===== src/rtl/mdu_pkg.sv =====
// Shared encodings for the multiply/divide unit: op codes, FSM states, op decode helpers.
package mdu_pkg;

  localparam logic [1:0] OP_MULT  = 2'b00;
  localparam logic [1:0] OP_MULTU = 2'b01;
  localparam logic [1:0] OP_DIV   = 2'b10;
  localparam logic [1:0] OP_DIVU  = 2'b11;

  typedef enum logic [1:0] {IDLE, RUN, DONE} state_e;

  // op[1] selects divide, op[0] selects unsigned
  function automatic logic op_is_div(input logic [1:0] op);
    return op[1];
  endfunction

  function automatic logic op_is_signed(input logic [1:0] op);
    return ~op[0];
  endfunction

endpackage


===== src/rtl/mdu_iter.sv =====
// Iterative datapath: one shift-add (multiply) or restoring-subtract (divide) step per cycle
// on unsigned magnitudes, held in a 2*WIDTH accumulator.
module mdu_iter #(
  parameter int WIDTH = 32
) (
  input  logic               clk,
  input  logic               rst_n,
  input  logic               load,
  input  logic               step,
  input  logic               is_div,
  input  logic [WIDTH-1:0]   opa,
  input  logic [WIDTH-1:0]   opb,
  output logic [2*WIDTH-1:0] acc_step
);

  logic [2*WIDTH-1:0] acc_q;
  logic [WIDTH-1:0]   opb_q;
  logic               is_div_q;

  logic [WIDTH:0]     sum;
  logic [WIDTH:0]     rem_sh;
  logic [WIDTH-1:0]   diff;

  // Next accumulator value after one iteration; the top also uses it for the final fix-up.
  // Multiply: acc = {partial product, remaining multiplier bits}.
  // Divide:   acc = {partial remainder, dividend bits shifting into quotient bits}.
  always_comb begin
    sum    = {1'b0, acc_q[2*WIDTH-1:WIDTH]} + {1'b0, (acc_q[0] ? opb_q : {WIDTH{1'b0}})};
    rem_sh = acc_q[2*WIDTH-1:WIDTH-1];
    // rem_sh >= divisor implies the true difference fits in WIDTH bits
    diff   = rem_sh[WIDTH-1:0] - opb_q;
    if (is_div_q) begin
      if (rem_sh >= {1'b0, opb_q}) begin
        acc_step = {diff, acc_q[WIDTH-2:0], 1'b1};
      end else begin
        acc_step = {rem_sh[WIDTH-1:0], acc_q[WIDTH-2:0], 1'b0};
      end
    end else begin
      acc_step = {sum, acc_q[WIDTH-1:1]};
    end
  end

  // Accumulator and latched operand: loaded on accept, stepped each RUN cycle.
  always_ff @(posedge clk or negedge rst_n) begin
    if (!rst_n) begin
      acc_q    <= '0;
      opb_q    <= '0;
      is_div_q <= 1'b0;
    end else if (load) begin
      acc_q    <= {{WIDTH{1'b0}}, opa};
      opb_q    <= opb;
      is_div_q <= is_div;
    end else if (step) begin
      acc_q    <= acc_step;
    end
  end

endmodule


===== src/rtl/mdu.sv =====
// Multiply/divide unit top: FSM, iteration counter, sign fix-up and the HI/LO result registers.
module mdu
  import mdu_pkg::*;
#(
  parameter int WIDTH = 32,
  parameter int OP_W  = 2
) (
  input  logic             clk,
  input  logic             rst_n,
  input  logic             start,
  input  logic [OP_W-1:0]  op,
  input  logic [WIDTH-1:0] a,
  input  logic [WIDTH-1:0] b,
  output logic             busy,
  output logic             done,
  output logic [WIDTH-1:0] hi,
  output logic [WIDTH-1:0] lo,
  output logic             div_by_zero
);

  localparam int CNT_W = $clog2(WIDTH) + 1;
  localparam logic [CNT_W-1:0] LAST = CNT_W'(WIDTH - 1);

  state_e             state_q;
  logic [CNT_W-1:0]   cnt_q;
  logic [OP_W-1:0]    op_q;
  logic               neg_a_q, neg_b_q, b_zero_q;
  logic [WIDTH-1:0]   a_q;
  logic               busy_q, done_q, dbz_q;
  logic [WIDTH-1:0]   hi_q, lo_q;

  logic               accept, in_signed;
  logic [WIDTH-1:0]   mag_a, mag_b;
  logic [2*WIDTH-1:0] acc_step, prod;
  logic [WIDTH-1:0]   quo, rem;
  logic [WIDTH-1:0]   res_hi, res_lo;
  logic               res_dbz;

  // Accept decode and operand magnitudes; most-negative maps to 2^(WIDTH-1), which fits unsigned.
  always_comb begin
    accept    = start && (state_q != RUN);
    in_signed = op_is_signed(op);
    mag_a     = (in_signed && a[WIDTH-1]) ? -a : a;
    mag_b     = (in_signed && b[WIDTH-1]) ? -b : b;
  end

  mdu_iter #(
    .WIDTH (WIDTH)
  ) u_iter (
    .clk      (clk),
    .rst_n    (rst_n),
    .load     (accept),
    .step     (state_q == RUN),
    .is_div   (op_is_div(op)),
    .opa      (mag_a),
    .opb      (mag_b),
    .acc_step (acc_step)
  );

  // Sign fix-up of the final iteration result, committed on the RUN->DONE edge.
  always_comb begin
    prod    = (neg_a_q ^ neg_b_q) ? -acc_step : acc_step;
    quo     = (neg_a_q ^ neg_b_q) ? -acc_step[WIDTH-1:0] : acc_step[WIDTH-1:0];
    rem     = neg_a_q ? -acc_step[2*WIDTH-1:WIDTH] : acc_step[2*WIDTH-1:WIDTH];
    res_dbz = 1'b0;
    if (op_is_div(op_q)) begin
      if (b_zero_q) begin
        res_hi  = a_q;
        res_lo  = '1;
        res_dbz = 1'b1;
      end else begin
        res_hi = rem;
        res_lo = quo;
      end
    end else begin
      res_hi = prod[2*WIDTH-1:WIDTH];
      res_lo = prod[WIDTH-1:0];
    end
  end

  // Control FSM with registered status and result outputs.
  always_ff @(posedge clk or negedge rst_n) begin
    if (!rst_n) begin
      state_q  <= IDLE;
      cnt_q    <= '0;
      op_q     <= '0;
      neg_a_q  <= 1'b0;
      neg_b_q  <= 1'b0;
      b_zero_q <= 1'b0;
      a_q      <= '0;
      busy_q   <= 1'b0;
      done_q   <= 1'b0;
      dbz_q    <= 1'b0;
      hi_q     <= '0;
      lo_q     <= '0;
    end else begin
      done_q <= 1'b0;
      unique case (state_q)
        RUN: begin
          cnt_q <= cnt_q + 1'b1;
          if (cnt_q == LAST) begin
            state_q <= DONE;
            busy_q  <= 1'b0;
            done_q  <= 1'b1;
            hi_q    <= res_hi;
            lo_q    <= res_lo;
            dbz_q   <= res_dbz;
          end
        end
        IDLE, DONE: begin
          if (accept) begin
            state_q  <= RUN;
            busy_q   <= 1'b1;
            cnt_q    <= '0;
            op_q     <= op;
            neg_a_q  <= in_signed && a[WIDTH-1];
            neg_b_q  <= in_signed && b[WIDTH-1];
            b_zero_q <= (b == '0);
            a_q      <= a;
            dbz_q    <= 1'b0;
          end else begin
            state_q  <= IDLE;
          end
        end
        default: state_q <= IDLE;
      endcase
    end
  end

  assign busy        = busy_q;
  assign done        = done_q;
  assign hi          = hi_q;
  assign lo          = lo_q;
  assign div_by_zero = dbz_q;

endmodule


===== config.mk =====
export PLATFORM = sky130hd
export DESIGN_NAME = mdu
export DESIGN_NICKNAME = d
export VERILOG_FILES = /design/src/rtl/mdu_pkg.sv /design/src/rtl/mdu_iter.sv /design/src/rtl/mdu.sv
export SDC_FILE = /design/constraint.sdc
export NUM_CORES = 1
export LEC_CHECK = 0
export ABC_CLOCK_PERIOD_IN_PS = 12200
export BUFFER_PORTS_ARGS = -buffer_cell sky130_fd_sc_hd__buf_2
export CORE_AREA = 5 5 215 197
export CTS_BUF_LIST = sky130_fd_sc_hd__clkbuf_2
export DETAILED_ROUTE_END_ITERATION = 6
export DIE_AREA = 0 0 220 202
export PLACE_DENSITY = 0.61
export SETUP_SLACK_MARGIN = 0.15
export SYNTH_ARGS = -nofsm -noshare
export SYNTH_HDL_FRONTEND = slang
export SYNTH_SLANG_ARGS = --single-unit

===== constraint.sdc =====
create_clock -name clk -period 12.2 [get_ports clk]
set_input_delay 0.61 -clock clk [delete_from_list [all_inputs] [get_ports clk]]
set_output_delay 0.61 -clock clk [all_outputs]
set_load 0.05 [all_outputs]

==> impl_metrics.tcl <==
set metrics [dict create \
    rsz0062_at_grt "no" \
    core_region_area_mm2 0.0399 \
    grt_first_pass_wirelength_um 104000 \
    critPathMaxFanout 11 \
    clk_pin_slew_ns 0.12 \
    reg2reg_slack_ns 5.83 \
    insertion_delay_ns 1.07 \
    worstMarginPinSlew_ns 1.21 \
    path_class "flop to flop" \
    drv_slew 0 \
    fin_crit_sh 0.522 \
    synthCells 2252 \
    startpoint_type "flop" \
    critPathCaptureType "flop" \
    synth-seq-cells 208 \
    critPathMostFrequentCell "ha_1" \
    critPathBufInv 1 \
    rows 70 \
    wirelength_um 67300 \
    synth.avg_cell_area_um2 7.85 \
    cts_buffers 60 \
    path_cells "ha_1 > nand4_2 > nor2_1 > nand2_1 > a211oi_2 > nor3_2 > mux2_2 > a21oi_1 > ha_1 > inv_1 > or3b_2 > a31o_1 > or4_1 > or3_1 > o31ai_1 > xor2_1 > a221o_1" \
    synth_warnings 0 \
    io_buffers 135 \
    cp_slowest_stage_delay_ns 0.76 \
    drive_above_1_share 0.133 \
    cts_tree "done" \
    synth_flop_cell "dfrtp_1" \
    max_slew_margin 0.193 \
    yosysTopAreaCell "dfrtp_1" \
    multi_input_area_mm2 0.0117 \
    cts_setup_buffers 0 \
    via_per_inst 6.13 \
    num_vias 18334 \
    ys_seq_area_frac 0.294 \
    drcViolationCount 0 \
    grt_pass1_vias 17815 \
    synth_top_area_share 0.294 \
    worstHoldPathType "input port to asynchronous set/reset pin" \
    ctsHtreeMaxLevel 2 \
    timing.fmax_mhz 157 \
    setup_viol 0 \
    chipWidth_um 220 \
    grt_max_degree 84 \
    synth_nets 2392 \
    wl_per_cell_um 22.5 \
    worstPathRequired_ns 13.14 \
    gp_congestion 0.989 \
    final_common_cell "nand2_1" \
    setup_tns_ns 0 \
    fillers 4018 \
    drt_iter0_drc 2130 \
    period_needed_ns 6.37 \
    track_usage 0.295 \
    async_flop_share 1.00 \
    cts_sinks 208 \
    first_pass_iters 6 \
    fin_hold_ws_ns 0.168 \
    start_util 0.443 \
    r2r_end "hi[26]" \
    critPathArrivalTime_ns 7.31 \
    reg2reg_depth 17 \
    die_h_um 202 \
    hold_violations 0 \
    maxCapViolations 0 \
    cts_root_buffer "clkbuf_2" \
    layout_common_cells "nand2_1, dfrtp_1, nor2_1" \
    place_hpwl_um 49100 \
    grt_overflow_total 0 \
    finClkSkew_ns 0.0654 \
    syn_to_final_growth_pct 13.1 \
    ios 136 \
    synth_area_leaders "dfrtp_1, nand2_1, xnor2_1, ha_1, o21ai_0" \
    synthDistinctLibCells 95 \
    clockBufferDepth 3 \
    critical_path.top_delay_family "simple AND/OR/NAND/NOR gates" \
    antenna_found_initial 2 \
    fp.dieArea_mm2 0.0444 \
    rr_startpoint "u_iter.acc_q[57]" \
    status "finished, final reports clean" \
    finalNetCount 2549 \
    ant_nets 0 \
    synth-edff-count 0 \
    cp_slowest_cell "a211oi_2" \
    regArea_mm2 0.00521 \
    synth_area_mm2 0.0177 \
]
## worst max-delay path by stage
stage	from	endpoint	slack, ns	cells past startpoint
after floorplan	u_iter.is_div_q	hi[26]	6.12	22
after global placement	u_iter.acc_q[57]	hi[26]	6.06	17
after detailed placement	u_iter.acc_q[57]	hi[26]	5.92	17
after CTS	u_iter.acc_q[57]	hi[26]	5.90	17
after global routing	u_iter.acc_q[37]	hi[26]	5.51	17
final	u_iter.acc_q[57]	hi[26]	5.83	17
## repair_timing
| action | CTS | global route |
|---|---|---|
| gates resized for setup | 0 | 0 |
| endpoints found under the hold margin | 177 | 0 |
| hold buffers | 71 | 0 |
## state kept, by name, indices dropped and copies added (netlist names)
signal	count
u_iter.is_div_q	1
div_by_zero	1
u_iter.acc_q	64
hi	32
state_q	2
op_q	1
lo	32
a_q	32
done	1
neg_b_q	1
neg_a_q	1
busy	1
u_iter.opb_q	32
cnt_q	6
b_zero_q	1
## routing by layer
| metal | GRT usage | vias to the layer above | wire length (um) |
|---|---|---|---|
| met5 | 0 | - | 0 |
| met4 | 0.119 | 0 | 2900 |
| met3 | 0.0431 | 165 | 5030 |
| met2 | 0.463 | 806 | 30300 |
| met1 | 0.410 | 8820 | 29000 |
| li1 | - | 8543 | - |
## layout make-up
type	instances	area share
multi-input combinational	1833	0.584
sequential	208	0.261
timing repair buffer	238	0.0819
tap	540	0.0338
clock buffer	88	0.0220
inverter	68	0.0128
clock inverter	15	0.00469
antenna	2	0.000250
## synth_stat cells (all sizes together), types with 12 or more instances
master	count
buf	45
a21oi	151
o31ai	31
clkbuf	98
o21a	15
nand2	330
dfrtp	208
mux2i	49
nor2	198
nor2b	19
or3	25
xor2	77
a211oi	21
inv	67
xnor2	103
mux2	13
nor4	28
nand3	32
nand4	31
a31oi	48
nor3	47
nor3b	12
o211ai	64
or4	17
o22a	35
o21ai	170
and3	15
nand2b	17
o41ai	14
a21o	27
nand3b	31
ha	69
## per-stage QoR
| stage | worst slack (ns) | util | cells | instance area, um^2 |
|---|---|---|---|---|
| 4_1_cts | 5.90 | 0.500 | 2990 | 20000 |
| 6_report | 5.83 | 0.501 | 2992 | 20000 |
| 2_1_floorplan | 6.12 | - | 2252 | 17700 |
| 3_3_place_gp | 6.06 | 0.469 | 2816 | 18700 |
| 3_5_place_dp | 5.92 | 0.469 | 2816 | 18700 |
| 5_1_grt | 5.51 | 0.500 | 2991 | 20000 |
## kinds of logic (layout without fill, tap and decap cells)
kind of cell               after synthesis  after routing  synth area share
DFF                                    208            208             0.294
xor gates and xnor gates               180            180            0.0892
adders and majority gates               71             71            0.0511
other                                    0              2                 0
AOI/OAI and AO/OA                      677            677             0.254
muxes                                   62             62            0.0360
buffers and inverters                  211            409            0.0476
and+or+nand+nor                        843            843             0.228
Power is not shown: default switching activity piles up to over one toggle a cycle in this logic, so the estimate is an artifact.
